`src/rtl/pipeline_image_upload_writer_pkg.sv`:
```
// rtl/pipeline_image_upload_writer_pkg.sv - shared framebuffer geometry and pixel-to-address mapping
package pipeline_image_upload_writer_pkg;

   localparam int FB_PRECISION    = 11;
   localparam int FB_PIXEL_SIZE   = 16;
   localparam int FB_RESOLUTION_X = 800;
   localparam int FB_RESOLUTION_Y = 600;
   localparam int FB_ADDR_WIDTH   = 19;

   // Row-major linear word address; the video read side uses the same mapping.
   function automatic logic [FB_ADDR_WIDTH-1:0] fb_linear_addr(
      input logic [FB_PRECISION-1:0] x,
      input logic [FB_PRECISION-1:0] y
   );
      return FB_ADDR_WIDTH'(y) * FB_ADDR_WIDTH'(FB_RESOLUTION_X) + FB_ADDR_WIDTH'(x);
   endfunction

endpackage

```
`src/rtl/sync_fifo_fwft.sv`:
```
// rtl/sync_fifo_fwft.sv - show-ahead synchronous FIFO with occupancy level
module sync_fifo_fwft #(
   parameter int WIDTH      = 8,
   parameter int DEPTH_LOG2 = 3
) (
   input  logic                  clk,
   input  logic                  rst_n,
   input  logic                  clear,
   input  logic                  push,
   input  logic [WIDTH-1:0]      push_data,
   input  logic                  pop,
   output logic [WIDTH-1:0]      head_data,
   output logic                  full,
   output logic                  empty,
   output logic                  pop_ok,
   output logic [DEPTH_LOG2:0]   level
);

   localparam int DEPTH = 1 << DEPTH_LOG2;

   logic [WIDTH-1:0]      mem_q [DEPTH];
   logic [WIDTH-1:0]      mem_d [DEPTH];
   logic [DEPTH_LOG2-1:0] wr_ptr_q, wr_ptr_d;
   logic [DEPTH_LOG2-1:0] rd_ptr_q, rd_ptr_d;
   logic [DEPTH_LOG2:0]   level_q, level_d;
   logic                  push_ok;

   assign empty     = (level_q == '0);
   assign full      = (level_q == (DEPTH_LOG2+1)'(DEPTH));
   assign level     = level_q;
   assign head_data = mem_q[rd_ptr_q];

   // A full FIFO can still take a push when the head leaves in the same cycle; clear overrides both.
   assign pop_ok  = !clear && pop && !empty;
   assign push_ok = !clear && push && (!full || pop_ok);

   // Pointer and occupancy bookkeeping.
   always_comb begin
      wr_ptr_d = wr_ptr_q;
      rd_ptr_d = rd_ptr_q;
      level_d  = level_q;
      if (clear) begin
         wr_ptr_d = '0;
         rd_ptr_d = '0;
         level_d  = '0;
      end else begin
         if (push_ok) wr_ptr_d = wr_ptr_q + DEPTH_LOG2'(1);
         if (pop_ok)  rd_ptr_d = rd_ptr_q + DEPTH_LOG2'(1);
         case ({push_ok, pop_ok})
            2'b10:   level_d = level_q + (DEPTH_LOG2+1)'(1);
            2'b01:   level_d = level_q - (DEPTH_LOG2+1)'(1);
            default: level_d = level_q;
         endcase
      end
   end

   // Storage write port.
   always_comb begin
      mem_d = mem_q;
      if (push_ok) mem_d[wr_ptr_q] = push_data;
   end

   // Control state register.
   always_ff @(posedge clk or negedge rst_n) begin
      if (!rst_n) begin
         wr_ptr_q <= '0;
         rd_ptr_q <= '0;
         level_q  <= '0;
      end else begin
         wr_ptr_q <= wr_ptr_d;
         rd_ptr_q <= rd_ptr_d;
         level_q  <= level_d;
      end
   end

   // Storage array; contents are only observed through the level-qualified head.
   always_ff @(posedge clk) begin
      mem_q <= mem_d;
   end

endmodule

```
`src/rtl/pipeline_image_upload_writer.sv`:
```
// rtl/pipeline_image_upload_writer.sv - pixel stream to framebuffer write-request bridge
module pipeline_image_upload_writer
   import pipeline_image_upload_writer_pkg::*;
#(
   parameter int PRECISION       = FB_PRECISION,
   parameter int PIXEL_SIZE      = FB_PIXEL_SIZE,
   parameter int RESOLUTION_X    = FB_RESOLUTION_X,
   parameter int RESOLUTION_Y    = FB_RESOLUTION_Y,
   parameter int ADDR_WIDTH      = FB_ADDR_WIDTH,
   parameter int FIFO_DEPTH_LOG2 = 3
) (
   input  logic                       clk,
   input  logic                       rst_n,
   input  logic                       flush,
   input  logic [PRECISION-1:0]       pixel_x,
   input  logic [PRECISION-1:0]       pixel_y,
   input  logic [PIXEL_SIZE-1:0]      pixel_data,
   input  logic                       pixel_ready,
   output logic                       mem_wr_req,
   output logic [ADDR_WIDTH-1:0]      mem_wr_addr,
   output logic [PIXEL_SIZE-1:0]      mem_wr_data,
   input  logic                       mem_wr_ack,
   output logic                       frame_done,
   output logic                       overflow,
   output logic                       range_error,
   output logic [FIFO_DEPTH_LOG2:0]   fifo_level
);

   localparam int EW = ADDR_WIDTH + PIXEL_SIZE + 1;
   localparam logic [PRECISION-1:0] MAX_X = PRECISION'(RESOLUTION_X - 1);
   localparam logic [PRECISION-1:0] MAX_Y = PRECISION'(RESOLUTION_Y - 1);

   logic                  valid_q, valid_d;
   logic [ADDR_WIDTH-1:0] addr_q, addr_d;
   logic [PIXEL_SIZE-1:0] data_q, data_d;
   logic                  last_q, last_d;
   logic                  overflow_q, overflow_d;
   logic                  range_error_q, range_error_d;
   logic                  frame_done_q, frame_done_d;

   logic                  in_range;
   logic [EW-1:0]         head;
   logic                  fifo_full, fifo_empty, pop_ok;
   logic [ADDR_WIDTH-1:0] head_addr;
   logic [PIXEL_SIZE-1:0] head_data;
   logic                  head_last;

   assign in_range = (pixel_x <= MAX_X) && (pixel_y <= MAX_Y);
   assign {head_addr, head_data, head_last} = head;

   // Address stage, sticky error flags and end-of-frame detection.
   always_comb begin
      valid_d       = 1'b0;
      addr_d        = addr_q;
      data_d        = data_q;
      last_d        = last_q;
      overflow_d    = overflow_q;
      range_error_d = range_error_q;
      frame_done_d  = 1'b0;
      if (flush) begin
         overflow_d    = 1'b0;
         range_error_d = 1'b0;
      end else begin
         if (pixel_ready) begin
            if (in_range) begin
               valid_d = 1'b1;
               addr_d  = ADDR_WIDTH'(pixel_y) * ADDR_WIDTH'(RESOLUTION_X) + ADDR_WIDTH'(pixel_x);
               data_d  = pixel_data;
               last_d  = (pixel_x == MAX_X) && (pixel_y == MAX_Y);
            end else begin
               range_error_d = 1'b1;
            end
         end
         if (valid_q && fifo_full && !pop_ok) overflow_d = 1'b1;
         frame_done_d = pop_ok && head_last;
      end
   end

   // Stage and flag registers.
   always_ff @(posedge clk or negedge rst_n) begin
      if (!rst_n) begin
         valid_q       <= 1'b0;
         addr_q        <= '0;
         data_q        <= '0;
         last_q        <= 1'b0;
         overflow_q    <= 1'b0;
         range_error_q <= 1'b0;
         frame_done_q  <= 1'b0;
      end else begin
         valid_q       <= valid_d;
         addr_q        <= addr_d;
         data_q        <= data_d;
         last_q        <= last_d;
         overflow_q    <= overflow_d;
         range_error_q <= range_error_d;
         frame_done_q  <= frame_done_d;
      end
   end

   sync_fifo_fwft #(
      .WIDTH      (EW),
      .DEPTH_LOG2 (FIFO_DEPTH_LOG2)
   ) u_fifo (
      .clk       (clk),
      .rst_n     (rst_n),
      .clear     (flush),
      .push      (valid_q),
      .push_data ({addr_q, data_q, last_q}),
      .pop       (mem_wr_ack),
      .head_data (head),
      .full      (fifo_full),
      .empty     (fifo_empty),
      .pop_ok    (pop_ok),
      .level     (fifo_level)
   );

   // Head fields are gated so the bus reads zero whenever nothing is pending.
   assign mem_wr_req  = !fifo_empty;
   assign mem_wr_addr = mem_wr_req ? head_addr : '0;
   assign mem_wr_data = mem_wr_req ? head_data : '0;
   assign frame_done  = frame_done_q;
   assign overflow    = overflow_q;
   assign range_error = range_error_q;

endmodule

```
`config.mk`:
```
export PLATFORM = sky130hd
export DESIGN_NAME = pipeline_image_upload_writer
export DESIGN_NICKNAME = d
export VERILOG_FILES = /design/src/rtl/pipeline_image_upload_writer_pkg.sv /design/src/rtl/sync_fifo_fwft.sv /design/src/rtl/pipeline_image_upload_writer.sv
export SDC_FILE = /design/constraint.sdc
export NUM_CORES = 1
export LEC_CHECK = 0
export ABC_CLOCK_PERIOD_IN_PS = 5420
export CAP_MARGIN = 20
export CORE_MARGIN = 2
export CORE_UTILIZATION = 59
export CTS_CLUSTER_SIZE = 16
export DETAILED_ROUTE_END_ITERATION = 6
export GPL_ROUTABILITY_DRIVEN = 0
export PLACE_DENSITY = 0.77
export SETUP_SLACK_MARGIN = 0.15
export SLEW_MARGIN = 15
export SYNTH_ARGS = -nofsm -noshare
export SYNTH_HDL_FRONTEND = slang
export SYNTH_SLANG_ARGS = --single-unit
```
`constraint.sdc`:
```
create_clock -name clk -period 5.42 [get_ports clk]
set_input_delay 0.813 -clock clk [delete_from_list [all_inputs] [get_ports clk]]
set_output_delay 0.813 -clock clk [all_outputs]
set_load 0.01 [all_outputs]
```
==> results of run 1 <==
-- per-layer routing --
layer	GRT usage (%)	vias up	part of all wire [%]
li1	-	3482	-
met1	32.07	3868	42
met2	37.89	286	50
met3	4.184	46	6.8
met4	5.925	0	1.8
met5	0	-	0
-- cells by family after synthesis --
kind of cell             count (synthesis)  synth area share, %
XOR/XNOR                                28                1.691
multiplexers                           110                13.81
AO/OA/AOI/OAI                           56                2.554
AND/OR/NAND/NOR                        194                5.937
buffers and inverters                   81                2.313
adder cells (fa/ha/maj)                 58                5.419
flip-flops                             338                68.28
-- registers in the layout (all words and copies together), names as in the netlist --
name             count
addr_q              19
data_q              16
frame_done           1
last_q               1
overflow             1
range_error          1
u_fifo.level         4
u_fifo.mem_q       288
u_fifo.rd_ptr_q      3
u_fifo.wr_ptr_q      3
valid_q              1
-- power by group --
group	internal, mW	switching, mW	leakage [nW]
Clock	1.46	0.926	0.578
Sequential	3.09	0.261	3.25
Combinational	0.726	0.668	2.13
Total	5.27	1.86	5.95
-- cell usage after synthesis (2+ instances only) --
cell type  count
clkbuf_1      17
ha_1          50
a21oi_1       10
fa_1           8
xor2_1        13
dfrtp_1       50
mux4_2        72
o311ai_0       2
nor3_1         6
xnor2_1       15
a211oi_1       4
nand3b_1       3
edfxtp_1     288
o2111ai_1      2
o211ai_1       2
buf_6          2
buf_4          2
o31ai_2        2
buf_1          6
nand2_1       92
mux2i_1       38
nor2b_1        5
inv_1         46
or3_1          4
a31oi_1        2
nor2_1        58
o21ai_0        9
buf_2          7
nor4_1         2
o21ai_1       12
a21o_1         3
nand2b_1       6
nand3_1        5
nor3b_1        3
nand4_1        4
-- path summary, 6_finish.rpt --
path / from / depth (start not counted) / slack, ps / endpoint
max: pixel_y[5] / 16 / 1320 / addr_q[18]$_DFFE_PN0P_
min: rst_n / 2 / 460 / u_fifo.level[2]$_DFFE_PN0P_
max reg2reg: u_fifo.level[2]$_DFFE_PN0P_ / 10 / 2850 / u_fifo.level[3]$_DFFE_PN0P_
min reg2reg: overflow$_DFFE_PN0P_ / 2 / 510 / overflow$_DFFE_PN0P_
max in group asynchronous: rst_n / 2 / 4420 / u_fifo.rd_ptr_q[0]$_DFFE_PN0P_
min in group clk: overflow$_DFFE_PN0P_ / 2 / 510 / overflow$_DFFE_PN0P_
-- final cells by class --
cell class	instances	area (µm²)
timing repair buffer	102	1036
clock inverter	13	142.6
clock buffer	49	1021
fill	1561	7236
sequential	338	9906
multi-input combinational	446	4325
tap	324	405.4
inverter	47	176.4
-- stage by stage --
| step | instance area [µm²] | utilization (%) |
|---|---|---|
| after detailed placement | 15850 | 65.36 |
| after CTS | 17010 | 70.16 |
| final | 17010 | 70.16 |
| after global routing | 17010 | 70.16 |
| after floorplan | 14500 | - |
| after global placement | 15850 | 65.36 |
-- cell usage in the layout (no fill, tap or decap), types with 15 or more instances in the layout --
master,Yosys,routed
clkbuf_16,0,37
clkdlybuf4s50_1,0,84
dfrtp_1,50,47
edfxtp_1,288,288
ha_1,50,50
inv_1,46,46
mux2i_1,38,38
mux4_2,72,72
nand2_1,92,92
nor2_1,58,52
xnor2_1,15,15
-- worst max-delay path: cells and delay by family --
kind,cells,cell delay (ps)
fa+ha+maj,4,1410
buf+inv,5,770
simple gates,3,740
compound gates,3,570
xor+xnor,1,180
==> results.md, run 1 <==
- # rows: 57
- Synth async-reset ratio: 14.79%
- Syn Nets: 966
- Via count: 7682
- First-pass GRT wire length: 44660 µm
- Starting DRC count in detailed routing: 668
- Top cell type's share of synthesized area: 59.65%
- Die height: 160.8 µm
- CP endpoint kind: flip-flop
- Final wirelength: 28400 µm
- Die Width: 160.8 µm
- Post-synth EDFFs: 288
- Clock edge transition at the registers on the reported setup and hold paths: 60 ps
- Initial antenna violation count: 0
- I/O pins: 86
- Syn-to-layout area delta: 17.34%
- Pre-CTS WS: 801.3 ps
- DP Wirelength: 16380 µm
- Core footprint: 0.02425 mm²
- Tot Pwr: 7.128 mW
- Post-DR wirelength/cell: 21.53 µm
- Clk buf depth: 3
- Synthesis-stage register bit count: 338
- FMAX: 244.0 MHz
- Finished Layout Cells: 1319
- Pwr per Cell Area: 419.0 mW/mm²
- Slew Limit Fails: 0
- Synth Instances: 865
- Sequential share of the synthesized area: 68.28%
- Final setup vio count: 0
- DR pass1 iterations: 4
- Syn_area_per_cell: 16.76 µm²
- Num CTS Buffers: 34
- Antenna-violating nets left: 0
- Ys flop type: edfxtp_1
- TritonCTS clock tree: built
- Crit path top cell by count: inv_1
- Initial Util: 59.79%
- Critical Path Max Stage Delay: 550 ps
- Peak supply drop: 0.2253 mV
- Inserted Diodes: 0
- CTS sink cnt: 338
- Layout cell share with drive strength beyond 1: 16.68%
- Status: completed
- Period utilization: 75.61%
- Buffers on Ports: 85
- Slew @ Worst Pin: 1055 ps
- Headroom to the max-slew limit: 29.64%
- Residual DRC count: 0
- Hold WC Path Type: in -> async
- Worst Setup Slack, final: 1322 ps
- H-tree depth: 2
- Yosys warns: 0
- Fin. Hold Viols: 0
- Startpoint types: input port
- CP max-delay cell: clkdlybuf4s50_1
- Placed cells: 1257
- RSZ-0062 raised after global routing: no
- Worst skew pair latency: 500 ps
- Hold_ws: 456.6 ps
- Post-CTS Setup Bufs: 0
- CP Class: in -> reg
- Die Area: 0.02584 mm²
- Synth area leaders: edfxtp_1 60%, mux4_2 11%, dfrtp_1 8.6%, ha_1 4.3%, mux2i_1 2.6%
- Final Skew: 12.38 ps
- Critical path data arrival time: 4480 ps
- Vias in the first global route: 7977
- Final global-route overflow total: 0
- Leak Pwr: 5.955 nW
- Hold_buf cts: 0
- Total global-route track usage: 22.86%
- Setup TNS: 0 ps
- CTS-repair resized insts: 0
- Vias per cell: 5.824
- Clk root buf: clkbuf_16
- Max-cap violation count: 0
- CP Cell Sequence: clkdlybuf4s50_1, inv_1, ha_1, inv_1, ha_1, inv_1, fa_1, inv_1, ha_1, a21o_1, or3_1, o211ai_1, nor4b_4, nand4_1, xnor2_1, o21ai_1
- Min cycle time layout: 4098 ps
- Pin count of the biggest net entering global routing: 51
- Worst Path Required: 5800 ps
- Distinct cell type count after synthesis: 50
- Critical Path Fanout Max: 7
- Final nets: 1070
- Post-Syn Area: 0.01450 mm²
- Leading area contributor after synthesis: edfxtp_1
Power figures use the tool's default switching activity.
==> inputs of run 2 (changes only) <==
ABC_CLOCK_PERIOD_IN_PS = 4100   (was 5420)
clock period = 4.1 ns   (was 5.42 ns; I/O delays follow)
==> run 2 against run 1 <==
Against the previous run: core utilization rose by 0.83 points; clock skew fell by 4.3 ps; sequential share of layout area fell by 0.68 points; via count up 1.4%.
==> results.md, run 2 (synthesis gave the netlist of run 1 again) <==
- DR top layer: met4
- Number of flip-flops under the largest register name: 288
- Clock Power Share: 31.2%
- Core footprint: 0.02425 mm²
- Leak Pwr: 6.041 nW
- Total global-route track usage: 23.26%
- RSZ-0062 raised after global routing: no
- Critical path data arrival time: 3040 ps
- CP endpoint kind: output pin
- Clk buf depth: 3
- CP delay by family, top: flip-flops
- Slew @ Worst Pin: 964.4 ps
- CP Cell Sequence: buf_4, mux4_2, mux2i_1, nor2_1, clkdlybuf4s50_1
- Wl on met1: 12210 µm
- Post-CTS Setup Bufs: 0
- Pin count of the biggest net entering global routing: 61
- Final setup vio count: 0
- Pwr per Cell Area: 542.2 mW/mm²
- Period utilization: 89.10%
- Vias per cell: 5.798
- CP max-delay cell: dfrtp_4
- CTS-repair resized insts: 0
- Fin. Hold Viols: 0
- Min cycle time layout: 3653 ps
- Metal2 WL: 14690 µm
- Critical Path Fanout Max: 32
- Hold_buf cts: 0
- Hold WC Path Type: in -> async
- Sw Share: 26.20%
- Die Width: 160.8 µm
- Inserted Diodes: 0
- Slew Limit Fails: 0
- Largest regs: u_fifo.mem_q (288), addr_q (19), data_q (16)
- Syn-to-layout area delta: 18.73%
- TritonCTS clock tree: built
- Setup TNS: 0 ps
- Critical Path Max Stage Delay: 860 ps
- I/O pins: 86
- Gate power share: 21.5%
- Max-cap violation count: 0
- First-pass GRT wire length: 45950 µm
- Die height: 160.8 µm
- Tot Pwr: 9.334 mW
- # rows: 57
- Sw power: 2.446 mW
- Status: completed
- Buffers plus inverters on the worst setup path: 2
- Initial antenna violation count: 0
- Register with the most flip-flops: u_fifo.mem_q
- Headroom to the max-slew limit: 35.71%
- Post-DR wirelength/cell: 21.56 µm
- CTS sink cnt: 338
- Final Skew: 8.048 ps
- Residual DRC count: 0
- Layout cell share with drive strength beyond 1: 18.24%
- Clock edge transition at the registers on the reported setup and hold paths: 60 ps
- Num CTS Buffers: 31
- Final global-route overflow total: 0
- CP Class: reg -> out
- Most common cell after layout, fill and taps aside: edfxtp_1
- Antenna-violating nets left: 0
- Die Area: 0.02584 mm²
- Worst Path Required: 3480 ps
- Startpoint types: flip-flop
- DR pass1 iterations: 5
- Worst skew pair latency: 550 ps
- DP Wirelength: 17470 µm
- Final wirelength: 28970 µm
- Cell internal pwr: 6.888 mW
- Via count: 7793
- Final nets: 1097
- Most frequent cells in the layout: 288 x edfxtp_1, 92 x nand2_1, 84 x clkdlybuf4s50_1, 72 x mux4_2, 52 x nor2_1
- Initial Util: 59.79%
- Buffers on Ports: 85
- Detail Route met3 WL: 1604 µm
- Vias in the first global route: 8134
- H-tree depth: 1
- Starting DRC count in detailed routing: 645
- FMAX: 273.7 MHz
- Flop pwr share: 47.3%
- Peak supply drop: 0.3110 mV
- Clk root buf: clkbuf_16
## run 2: changes by cell type in the layout (fill, tap and decap cells not counted)
cell,delta
buf_4,+23
buf_12,+7
clkinv_1,+7
clkbuf_16,-6
clkinv_2,-4
clkbuf_8,-3
bufinv_16,+2
clkbuf_1,-2
nor3_2,-2
nor3_4,+2
clkinv_4,+1
## run 2: power by group through the flow
stage	Sequential, mW	Clock (mW)	Combinational [mW]
after floorplan	4.32	0	1.30
after global placement	4.47	0	1.97
after detailed placement	4.49	0	2.01
after CTS	4.42	2.95	2.03
after global routing	4.47	3.09	2.19
final	4.42	2.91	2.00
## run 2: final timing paths
path                                                 from                     endpoint  slack [ps]  depth (start not counted)
setup / recovery           u_fifo.rd_ptr_q[0]$_DFFE_PN0P_              mem_wr_addr[16]         450                          5
hold / removal                                      rst_n  u_fifo.level[2]$_DFFE_PN0P_         220                          1
setup reg to reg              u_fifo.level[0]$_DFFE_PN0P_   u_fifo.mem_q[94]$_DFFE_PP_        1480                          7
hold reg to reg                      overflow$_DFFE_PN0P_         overflow$_DFFE_PN0P_         530                          2
max in group asynchronous                           rst_n       data_q[11]$_DFFE_PN0P_        3070                          2
min in group clk                     overflow$_DFFE_PN0P_         overflow$_DFFE_PN0P_         530                          2
## run 2: per-layer routing
layer	up-vias	GRT usage [%]
met3	38	2.738
met4	0	5.519
met5	-	0
li1	3550	-
met2	264	39.69
met1	3941	32.84
## run 2: final cells by class
type                            count  area, µm²
Timing Repair Buffer              132       1349
Inverter                           47      176.4
Fill cell                        1509       7034
Tap cell                          324      405.4
Sequential cell                   338       9906
Clock buffer                       38      822.0
Clock inverter                     19      217.7
Multi-Input combinational cell    446       4338
## run 2: worst reg2reg max path, cell delays in order, from the launching register on
cell,delay (ps)
dfrtp_1,480
nor3_1,110
nand3_1,90
nand2_1,120
nor2_1,230
nand2_1,290
nor2_4,680
buf_4,300
## run 2: per-stage QoR
step	util [%]	std cells	hold WS, ps	worst slack, ps	cell area (µm²)
finish	70.99	1344	217.5	447.0	17210
detailed placement	66.70	1287	506.8	-144.2	16170
global placement	66.70	1287	490.3	-45.04	16170
global route	70.99	1344	271.4	195.7	17210
floorplan	-	865	319.4	468.7	14510
CTS	70.99	1344	244.6	376.9	17210
